--- src/rtl/mod_pkg.sv ---
// Shared types and helpers for the residue-arithmetic blocks.
// Holds the FSM state type, clog2 and parameter legality check.
package mod_pkg;

  typedef enum logic [1:0] {
    IDLE = 2'd0,
    RUN  = 2'd1,
    DONE = 2'd2
  } state_e;

  // Ceiling log2, usable in parameter defaults.
  function automatic int clog2(input int v);
    int r;
    longint p;
    r = 0;
    p = 1;
    while (p < longint'(v)) begin
      p = p * 2;
      r++;
    end
    return r;
  endfunction

  // Legal: M >= 2, 0 <= K < M, W >= 1, M <= 2^W.
  function automatic bit params_ok(
    input int m,
    input int k,
    input int w
  );
    bit ok;
    ok = (m >= 2) && (k >= 0) && (k < m) && (w >= 1);
    if (w < 31)
      ok = ok && (m <= (1 << w));
    return ok;
  endfunction

endpackage

--- src/rtl/mod_horner_step.sv ---
// One MSB-first Horner step modulo M: (2*acc + bit*k) mod M.
// Inputs acc, k < M, so two conditional subtractions suffice.
module mod_horner_step
  import mod_pkg::*;
#(
  parameter int M  = 47,
  parameter int ZW = clog2(M)
) (
  input  logic [ZW-1:0] acc_i,
  input  logic          bit_i,
  input  logic [ZW-1:0] k_i,
  output logic [ZW-1:0] acc_o
);

  localparam logic [ZW+1:0] MV = (ZW+2)'(M);

  logic [ZW+1:0] t;
  logic [ZW+1:0] t1;
  logic [ZW+1:0] t2;
  logic [1:0]    unused_hi;

  // Full-width sum, then reduce below M.
  always_comb begin
    t  = {1'b0, acc_i, 1'b0};
    if (bit_i)
      t = t + {2'b00, k_i};
    t1 = (t  >= MV) ? (t  - MV) : t;
    t2 = (t1 >= MV) ? (t1 - MV) : t1;
  end

  assign acc_o     = t2[ZW-1:0];
  assign unused_hi = t2[ZW+1:ZW];

endmodule

--- src/rtl/mod_const_mul_serial.sv ---
// Bit-serial z = (x * K) mod M with valid/ready streaming.
// One Horner step per cycle, W cycles per operand.
module mod_const_mul_serial
  import mod_pkg::*;
#(
  parameter int M  = 47,
  parameter int K  = 21,
  parameter int W  = 6,
  parameter int ZW = clog2(M)
) (
  input  logic          clk,
  input  logic          rst_n,
  input  logic          in_valid,
  output logic          in_ready,
  input  logic [W-1:0]  x,
  output logic          out_valid,
  input  logic          out_ready,
  output logic [ZW-1:0] z,
  output logic          busy
);

  if (!params_ok(M, K, W)) begin : g_bad_params
    $error("mod_const_mul_serial: illegal M/K/W");
  end

  localparam int            CW = (W > 1) ? clog2(W) : 1;
  localparam logic [ZW-1:0] KV = ZW'(K);
  localparam logic [CW-1:0] LAST = CW'(W - 1);

  state_e        state_q, state_d;
  logic [ZW-1:0] acc_q, acc_d;
  logic [ZW-1:0] z_q, z_d;
  logic [W-1:0]  sh_q, sh_d;
  logic [CW-1:0] cnt_q, cnt_d;
  logic [ZW-1:0] step;

  mod_horner_step #(
    .M  (M),
    .ZW (ZW)
  ) u_step (
    .acc_i (acc_q),
    .bit_i (sh_q[W-1]),
    .k_i   (KV),
    .acc_o (step)
  );

  // Next-state, datapath update and handshake.
  always_comb begin
    state_d  = state_q;
    acc_d    = acc_q;
    z_d      = z_q;
    sh_d     = sh_q;
    cnt_d    = cnt_q;
    in_ready = 1'b0;
    unique case (state_q)
      IDLE: begin
        in_ready = 1'b1;
        if (in_valid) begin
          sh_d    = x;
          acc_d   = '0;
          cnt_d   = '0;
          state_d = RUN;
        end
      end
      RUN: begin
        acc_d = step;
        sh_d  = sh_q << 1;
        cnt_d = cnt_q + 1'b1;
        if (cnt_q == LAST) begin
          z_d     = step;
          state_d = DONE;
        end
      end
      DONE: begin
        in_ready = out_ready;
        if (out_ready) begin
          if (in_valid) begin
            sh_d    = x;
            acc_d   = '0;
            cnt_d   = '0;
            state_d = RUN;
          end else begin
            state_d = IDLE;
          end
        end
      end
      default: state_d = IDLE;
    endcase
    if (!rst_n)
      in_ready = 1'b0;
  end

  // State and datapath registers, synchronous reset.
  always_ff @(posedge clk) begin
    if (!rst_n) begin
      state_q <= IDLE;
      acc_q   <= '0;
      z_q     <= '0;
      sh_q    <= '0;
      cnt_q   <= '0;
    end else begin
      state_q <= state_d;
      acc_q   <= acc_d;
      z_q     <= z_d;
      sh_q    <= sh_d;
      cnt_q   <= cnt_d;
    end
  end

  assign out_valid = (state_q == DONE);
  assign busy      = (state_q == RUN);
  assign z         = z_q;

endmodule

--- config.mk ---
export PLATFORM = sky130hd
export DESIGN_NAME = mod_const_mul_serial
export DESIGN_NICKNAME = d
export VERILOG_FILES = /design/src/rtl/mod_pkg.sv /design/src/rtl/mod_horner_step.sv /design/src/rtl/mod_const_mul_serial.sv
export SDC_FILE = /design/constraint.sdc
export NUM_CORES = 1
export LEC_CHECK = 0
export CORE_MARGIN = 3
export CORE_UTILIZATION = 24
export DETAILED_ROUTE_END_ITERATION = 12
export MAX_ROUTING_LAYER = met4
export PLACE_DENSITY = 0.44
export SYNTH_ARGS = -nofsm -noshare
export SYNTH_HDL_FRONTEND = slang
export SYNTH_HIERARCHICAL = 1
export SYNTH_SLANG_ARGS = --single-unit
export TNS_END_PERCENT = 30
--- constraint.sdc ---
create_clock -name clk -period 7.7 [get_ports clk]
set_input_delay 1.925 -clock clk [delete_from_list [all_inputs] [get_ports clk]]
set_output_delay 1.925 -clock clk [all_outputs]
set_load 0.01 [all_outputs]
Yosys cells after proc, flatten, opt, wreduce, memory -nomap -nowiden
Index checks and enable logic that the tools add are counted.
{"block": "op_classes", "addsub": 4, "n_lt_le_gt_ge": 2, "eq_ne": 6, "n_mux": 19, "n_reduce_logical": 5}
{"operator": "$pmux W6 S3", "n": 2}
{"operator": "$mux W6", "n": 5}
{"operator": "$ge A8 B6 Y1 const B", "n": 2}
{"operator": "$mux W8", "n": 2}
{"operator": "$pmux W3 S3", "n": 1}
{"operator": "$add A7 B5 Y8 const B", "n": 1}
{"operator": "$sub A8 B6 Y8 const B", "n": 1}
{"operator": "$mux W2", "n": 3}
{"operator": "$mux W3", "n": 2}
{"operator": "$pmux W2 S3", "n": 1}
{"operator": "$sub A6 B6 Y6 const B", "n": 1}
{"operator": "$ne A2 B1 Y1 const B", "n": 2}
{"operator": "$reduce_and A2 Y1", "n": 2}
{"operator": "$add A3 B1 Y3 const B", "n": 1}
{"operator": "$eq A3 B3 Y1 const B", "n": 1}
{"operator": "$reduce_and A3 Y1", "n": 1}
{"operator": "$reduce_bool A3 Y1", "n": 1}
{"operator": "$eq A2 B1 Y1 const B", "n": 1}
{"operator": "$eq A2 B2 Y1 const B", "n": 1}
{"operator": "$logic_not A2 Y1", "n": 1}
{"operator": "$mux W1", "n": 2}
{"operator": "$ne A2 B2 Y1 const B", "n": 1}
{"operator": "$pmux W1 S2", "n": 1}
{"block": "word_totals", "reg_bits": 23, "in_bits": 10, "output_inout_bits": 9, "word_cells": 41}

Logic depth before layout (Yosys ltp)
Gate-level depths: netlist of run 1.
{"block": "logic_depth", "ltp_word": 7, "ltp_mapped": 19, "mapped_depth_nobuf": 18}

Cells and area by module
Netlist of run 1, hierarchy kept.
{"module": "mod_const_mul_serial", "instances": 1, "cells_per_inst": 103, "area_each_um2": 1036.0, "seq_area_each_um2": 460.4}
{"module": "mod_horner_step", "instances": 1, "cells_per_inst": 121, "area_each_um2": 925.9, "seq_area_each_um2": 0.0}

Worst setup path after synthesis of run 1
Ideal clock, no wire load.
{"block": "synth_path", "kind": "input port to output port", "from": "in out_ready", "to": "out in_ready", "t_arrival_ps": 2364, "required_ps": 5775, "path_slack_ps": 3411, "stages": 2, "n_path_buf": 0, "cell_sequence": "or2b_1 and3_1"}
{"block": "synth_between", "elab_chain_cells": 2}
{"item": "from (decl)", "line_no": "mod_const_mul_serial.sv:17", "source": "input logic out_ready,"}
{"item": "$pmux W1 S2", "line_no": "mod_const_mul_serial.sv:55", "source": "unique case (state_q)"}
{"item": "$mux W1", "line_no": "mod_const_mul_serial.sv:89", "source": "if (!rst_n)"}
{"item": "to (decl)", "line_no": "mod_const_mul_serial.sv:14", "source": "output logic in_ready,"}
No other way between the ends.

Final worst setup path of run 1
{"block": "layout_path", "from": "in rst_n", "to": "out in_ready"}
{"block": "layout_between", "elab_chain_cells": 1}
{"item": "from (decl)", "line_no": "mod_const_mul_serial.sv:12", "source": "input logic rst_n,"}
{"item": "$mux W1", "line_no": "mod_const_mul_serial.sv:89"}
No other way between the ends.

==> flow_summary.toml, run 1 <==
[run_status]
outcome = "complete, no violations"

[detailed_routing]
routed_via_density = 4.977
wl_mm = 4.543
routedWlPerCell_um = 13.21
first_pass_iters = 4
ant_nets = 0
num_vias = 1712
drc = 0
first_iter_violations = 56

[sta]
finalSetupViolations = 0
rsz0062_at_grt = "false"
layout_min_cycle_time_ns = 5.704
final.setup.tns_ns = 0
slew_viol_final = 0
hold_viol_final = 0
hold-worst-slack_ns = 0.4834
fin_crit_sh = 0.7407
fin_worst_skew_ns = 0.005103
fmax_mhz = 175.3
tightest_slew_ns = 0.8208
timing.slew.headroom = 0.4511

[final_layout]
drive_gt1_frac = 0.1322
postLayoutCoreUtil = 0.2883
syn_to_final_growth_pct = 15.31
nets = 263
multi_input_area_mm2 = 0.001406
stdcell_count = 344
final_cell_area_mm2 = 0.002262
n_antenna_cell = 0
ff_latch_area_um2 = 460.4
fillers = 887

[floorplan]
core-area_mm2 = 0.007848
die_w_um = 96.41
die_area_mm2 = 0.009295
ios = 19
die_h_um = 96.41
start_util = 0.2500
rows = 32

[place]
io_buffers = 18
dp_hpwl_mm = 3.495
postPlaceCellArea_mm2 = 0.002217
dp_cells = 340
gp_congestion = 0.8027

[global_routing]
grtUsageTotal = 0.1076
grt_max_degree = 26
grt_pass1_vias = 1665
antenna_found_initial = 0
grt_overflow = 0
grt_pass1_wl_mm = 7.893

[yosys]
ys_seq_area_frac = 0.2347
synth_cells = 224
post-synth-top-count-cell = "dfxtp_1"
synth_top_area_cell = "dfxtp_1"
synth_edf_count = 0
ys.flop_type = "dfxtp_1"
syn_area_mm2 = 0.001962
avgSynthCellArea_um2 = 8.758
async_flop_share = 0
synthTopCellsByCount = "23 x dfxtp_1, 22 x nand2_1, 10 x nor2b_1"
netlist_top_cells_area = "dfxtp_1 23%, ha_1 5.7%, nand2_1 4.2%, a32o_1 4.1%, mux2i_1 3.6%"
yosys_warnings = 6
ys_seq_elements = 23
yosys.area.top_type_share = 0.2347
synth.distinct_cells = 65

[critical_path]
arrival_ns = 3.78
required_ns = 5.78
path_class = "primary input to primary output"
crit_slowest_cell = "clkdlybuf4s50_1"
critPathMostFrequentCell = "clkdlybuf4s50_1"
rr_startpoint = "sh_q[5]"
start_kind = "primary input"
startpoint = "rst_n"
crit_path_max_incr_delay_ns = 1.01
worst-path-max-fanout = 25
cp-end-kind = "primary output"
worstPathCellList = "clkdlybuf4s50_1 -> and3_1 -> clkdlybuf4s50_1"

[clocking]
cts_setup_buffers = 0
cts-resized-gates = 0
cts_made_buffers = 3
cts_hold_buf = 0
clk_pin_slew_ns = 0.08
cts_tree = "built"
clk_latency_ns = 0.26
htreeDepth = 1
root_buffer = "clkbuf_8"
clk_path_buf_depth = 2
cts.sinks = 23

[power]
leakage_nw = 0.9156
ir_worst_vdd_mv = 0.07201
p_per_area_mw_per_mm2 = 128.6

[hold_path]
min_path_type = "register to register"
hp-start = "sh_q[0]"

[flow_run]
cap_violations = 0
## per-stage QoR
step	power (mW)	worst slack, ns
3_3_place_gp	0.2213	1.992
5_1_grt	0.3129	1.859
2_1_floorplan	0.2016	3.411
4_1_cts	0.2947	1.978
6_report	0.2910	1.996
3_5_place_dp	0.2211	1.989
## metal layers
layer / vias up / track usage / part of all wire
met2: 17 / 0.1719 / 0.45
met4: 0 / 0.02103 / 0.0035
li1: 890 / - / -
met5: - / - / 0
met3: 2 / 0.009295 / 0.013
met1: 803 / 0.1494 / 0.54
## state kept, by name, indices dropped and copies added (netlist names)
signal,flops
sh_q,6
acc_q,6
cnt_q,3
state_q,2
z,6
## area by class of cell
type,instances,area share
Clock buffer,4,0.01991
Inverter,10,0.01881
Multi-Input combinational cell,187,0.6217
Sequential cell,23,0.2035
Tap cell,102,0.05642
Timing Repair Buffer,18,0.07965
## critical path: cells and delay by family
family	cells	cell delay (ns)
buf+inv	2	1.55
simple gates	1	0.30
## power breakdown
part	leakage [nW]	switching, mW	internal, mW
sequential	0.187	0.00875	0.124
clock	0.0228	0.0363	0.0368
combinational	0.706	0.0481	0.0370
total	0.916	0.0931	0.198
## layout by cell type (no fill, tap or decap), types with 7 or more instances in the layout
master           netlist  routed
nand3_1                7       7
a32o_1                 8       8
conb_1                 2       7
nor2_1                 8       8
nand2_1               22      22
nor2b_1               10      10
ha_1                   9       9
o21ai_0                8       8
clkdlybuf4s50_1        0      18
dfxtp_1               23      23
mux2i_1                7       7
inv_1                  9       9
## path summary, 6_finish.rpt
check	to	slack [ns]	depth (start not counted)
setup / recovery	in_ready	2.00	3
hold reg to reg	sh_q[1]	0.48	2
hold / removal	sh_q[1]	0.48	2
setup reg to reg	acc_q[3]	2.85	17
## logic make-up (layout without fill, tap and decap cells)
family,count (synthesis),in the layout,synth area share
adders and majority gates,10,10,0.06760
xor gates and xnor gates,6,6,0.02679
buffers and inverters,19,32,0.05803
other,2,7,0.003828
DFF,23,23,0.2347
and+or+nand+nor,81,81,0.2398
AOI/OAI and AO/OA,70,70,0.2991
muxes,13,13,0.07015
Note: power is estimated with default switching activity, not from simulation.
==> run 2: changes to the inputs <==
- PLACE_DENSITY: 0.44 -> 0.46
- clock period: 7.7 -> 4.6 ns (I/O delays scaled with it)
==> run 2 against run 1 <==
Die area did not move. Largest cell class unchanged. Critical endpoint is now acc_q[3]. Flip-flop and latch count did not move. Final cell count rose by 0.87%. Global-route usage rose by 0.63 points.
==> flow_summary.toml, run 2 (synthesized netlist as in run 1, its figures left out) <==
[run_status]
outcome = "complete, no violations"

[critical_path]
worstReg2RegEnd = "acc_q[3]"
crit_path_max_incr_delay_ns = 0.48
worst-path-max-fanout = 5
cp-end-kind = "register"
crit_slowest_cell = "fa_1"
path_class = "register to register"
worstPathCellList = "fa_1 -> a21oi_1 -> mux2_2 -> nand2_1 -> o21ai_0 -> o21ai_1 -> mux2_2 -> ha_1 -> nor2b_1 -> nand2_1 -> nor2_1 -> o22ai_1 -> nand2_1 -> o311a_1 -> o221a_1 -> a32o_1"
cpLargestDelayFamily = "compound AO/OA/AOI/OAI gates"
r2r_cells = 16
rrSetupSlack_ns = 0.44
rr_startpoint = "acc_q[1]"
start_kind = "register"
arrival_ns = 4.32
required_ns = 4.76
cp_num_buf_inv = 0
critPathMostFrequentCell = "nand2_1"

[global_routing]
grt_pass1_wl_mm = 8.252
grt_busiest_layer = "met2"
grt_max_degree = 25
antenna_found_initial = 0
gr-usage-met3 = 0.009295
met2_usage = 0.1978
grt_overflow = 0
grtUsageMet1 = 0.1445
grt_pass1_vias = 1723
grtUsageTotal = 0.1138

[floorplan]
start_util = 0.2500
core-area_mm2 = 0.007848
die_w_um = 96.41
rows = 32
die_area_mm2 = 0.009295
ios = 19
die_h_um = 96.41

[place]
gp_congestion = 0.7708
io_buffers = 18
dp_hpwl_mm = 3.598

[power]
netSwitchingPower_mw = 0.1624
ir_worst_vdd_mv = 0.1378
internal-power_mw = 0.3321
power_frac_comb = 0.304
swShare = 0.3284
seqPwrFrac = 0.441
leakage_nw = 0.9337
p_per_area_mw_per_mm2 = 216.4
pwr-share-clk = 0.255

[sta]
hold-worst-slack_ns = 0.4841
layout_min_cycle_time_ns = 4.157
final.setup.tns_ns = 0
fin_worst_skew_ns = 0.003763
tightest_slew_ns = 0.7710
slew_viol_final = 0
finalSetupViolations = 0
fin_crit_sh = 0.9037
rsz0062_at_grt = "false"
hold_viol_final = 0
fmax_mhz = 240.6
timing.slew.headroom = 0.4860

[clocking]
clk_pin_slew_ns = 0.08
cts_hold_buf = 0
cts-resized-gates = 0
root_buffer = "clkbuf_8"
cts_made_buffers = 3
clk_latency_ns = 0.26
cts_tree = "built"
cts_setup_buffers = 0
clk_path_buf_depth = 2
cts.sinks = 23
htreeDepth = 1

[final_layout]
drive_gt1_frac = 0.1469
postLayoutCoreUtil = 0.2913
syn_to_final_growth_pct = 16.52
nets = 266
n_antenna_cell = 0
final_cell_mix = "23 x dfxtp_1, 22 x nand2_1, 18 x clkdlybuf4s50_1"
layout_commonest_cell = "dfxtp_1"

[hold_path]
hp-start = "sh_q[1]"
min_path_type = "register to register"
min_to = "sh_q[2]"
worstHoldPathCells = 2

[detailed_routing]
wl_mm = 4.769
num_vias = 1765
ant_nets = 0
drc = 0
routed_via_density = 5.086
routedWlPerCell_um = 13.74
first_pass_iters = 4
first_iter_violations = 81

[flow_run]
cap_violations = 0
[run 2: worst max path at each step]
stage | to | start | slack, ns | cells after the start
5_1_grt | z[3] | acc_q[1] | 0.10 | 17
4_1_cts | acc_q[3] | acc_q[1] | 0.48 | 16
3_3_place_gp | acc_q[3] | acc_q[1] | 0.55 | 16
3_5_place_dp | acc_q[3] | acc_q[1] | 0.50 | 16
2_1_floorplan | acc_q[3] | acc_q[1] | 0.69 | 16
6_report | acc_q[3] | acc_q[1] | 0.44 | 16
[run 2: per-layer routing]
layer  vias to the layer above  wire length, µm  part of all wire
li1                        896                -                 -
met1                       830             2314              0.49
met2                        35             2279              0.48
met3                         4              137             0.029
met4                         0               38            0.0080
met5                         -                0                 0
[run 2: worst reg2reg max path, delay by kind of cell (launching register included)]
| family | cells | cell delay [ns] |
|---|---|---|
| compound gates | 7 | 1.68 |
| fa+ha+maj | 2 | 0.71 |
| flops | 1 | 0.37 |
| mux | 2 | 0.77 |
| simple gates | 5 | 0.51 |
[run 2: cell type report]
class	instances	area, µm²
inverters	10	42.54
repair buffers	21	202.7
fillers	877	5562
clock inverters	1	5.005
flip-flops and latches	23	460.4
well taps	102	127.6
clock buffers	3	41.29
multi-input cells	187	1406
[run 2: power groups by stage]
stage	registers, mW	clock network (mW)	logic, mW
after detailed placement	0.223	0	0.150
final	0.218	0.126	0.150
after global routing	0.220	0.143	0.167
after global placement	0.223	0	0.151
after floorplan	0.219	0	0.119
after CTS	0.218	0.132	0.151
[run 2: through the flow]
step | total power, mW | std cells | setup WS, ns | area (µm²)
final | 0.4946 | 347 | 0.4432 | 2286
after global routing | 0.5298 | 347 | 0.1016 | 2286
after CTS | 0.5009 | 347 | 0.4769 | 2286
after detailed placement | 0.3729 | 343 | 0.4955 | 2240
after global placement | 0.3743 | 343 | 0.5465 | 2240
after floorplan | 0.3375 | 229 | 0.6948 | 1981
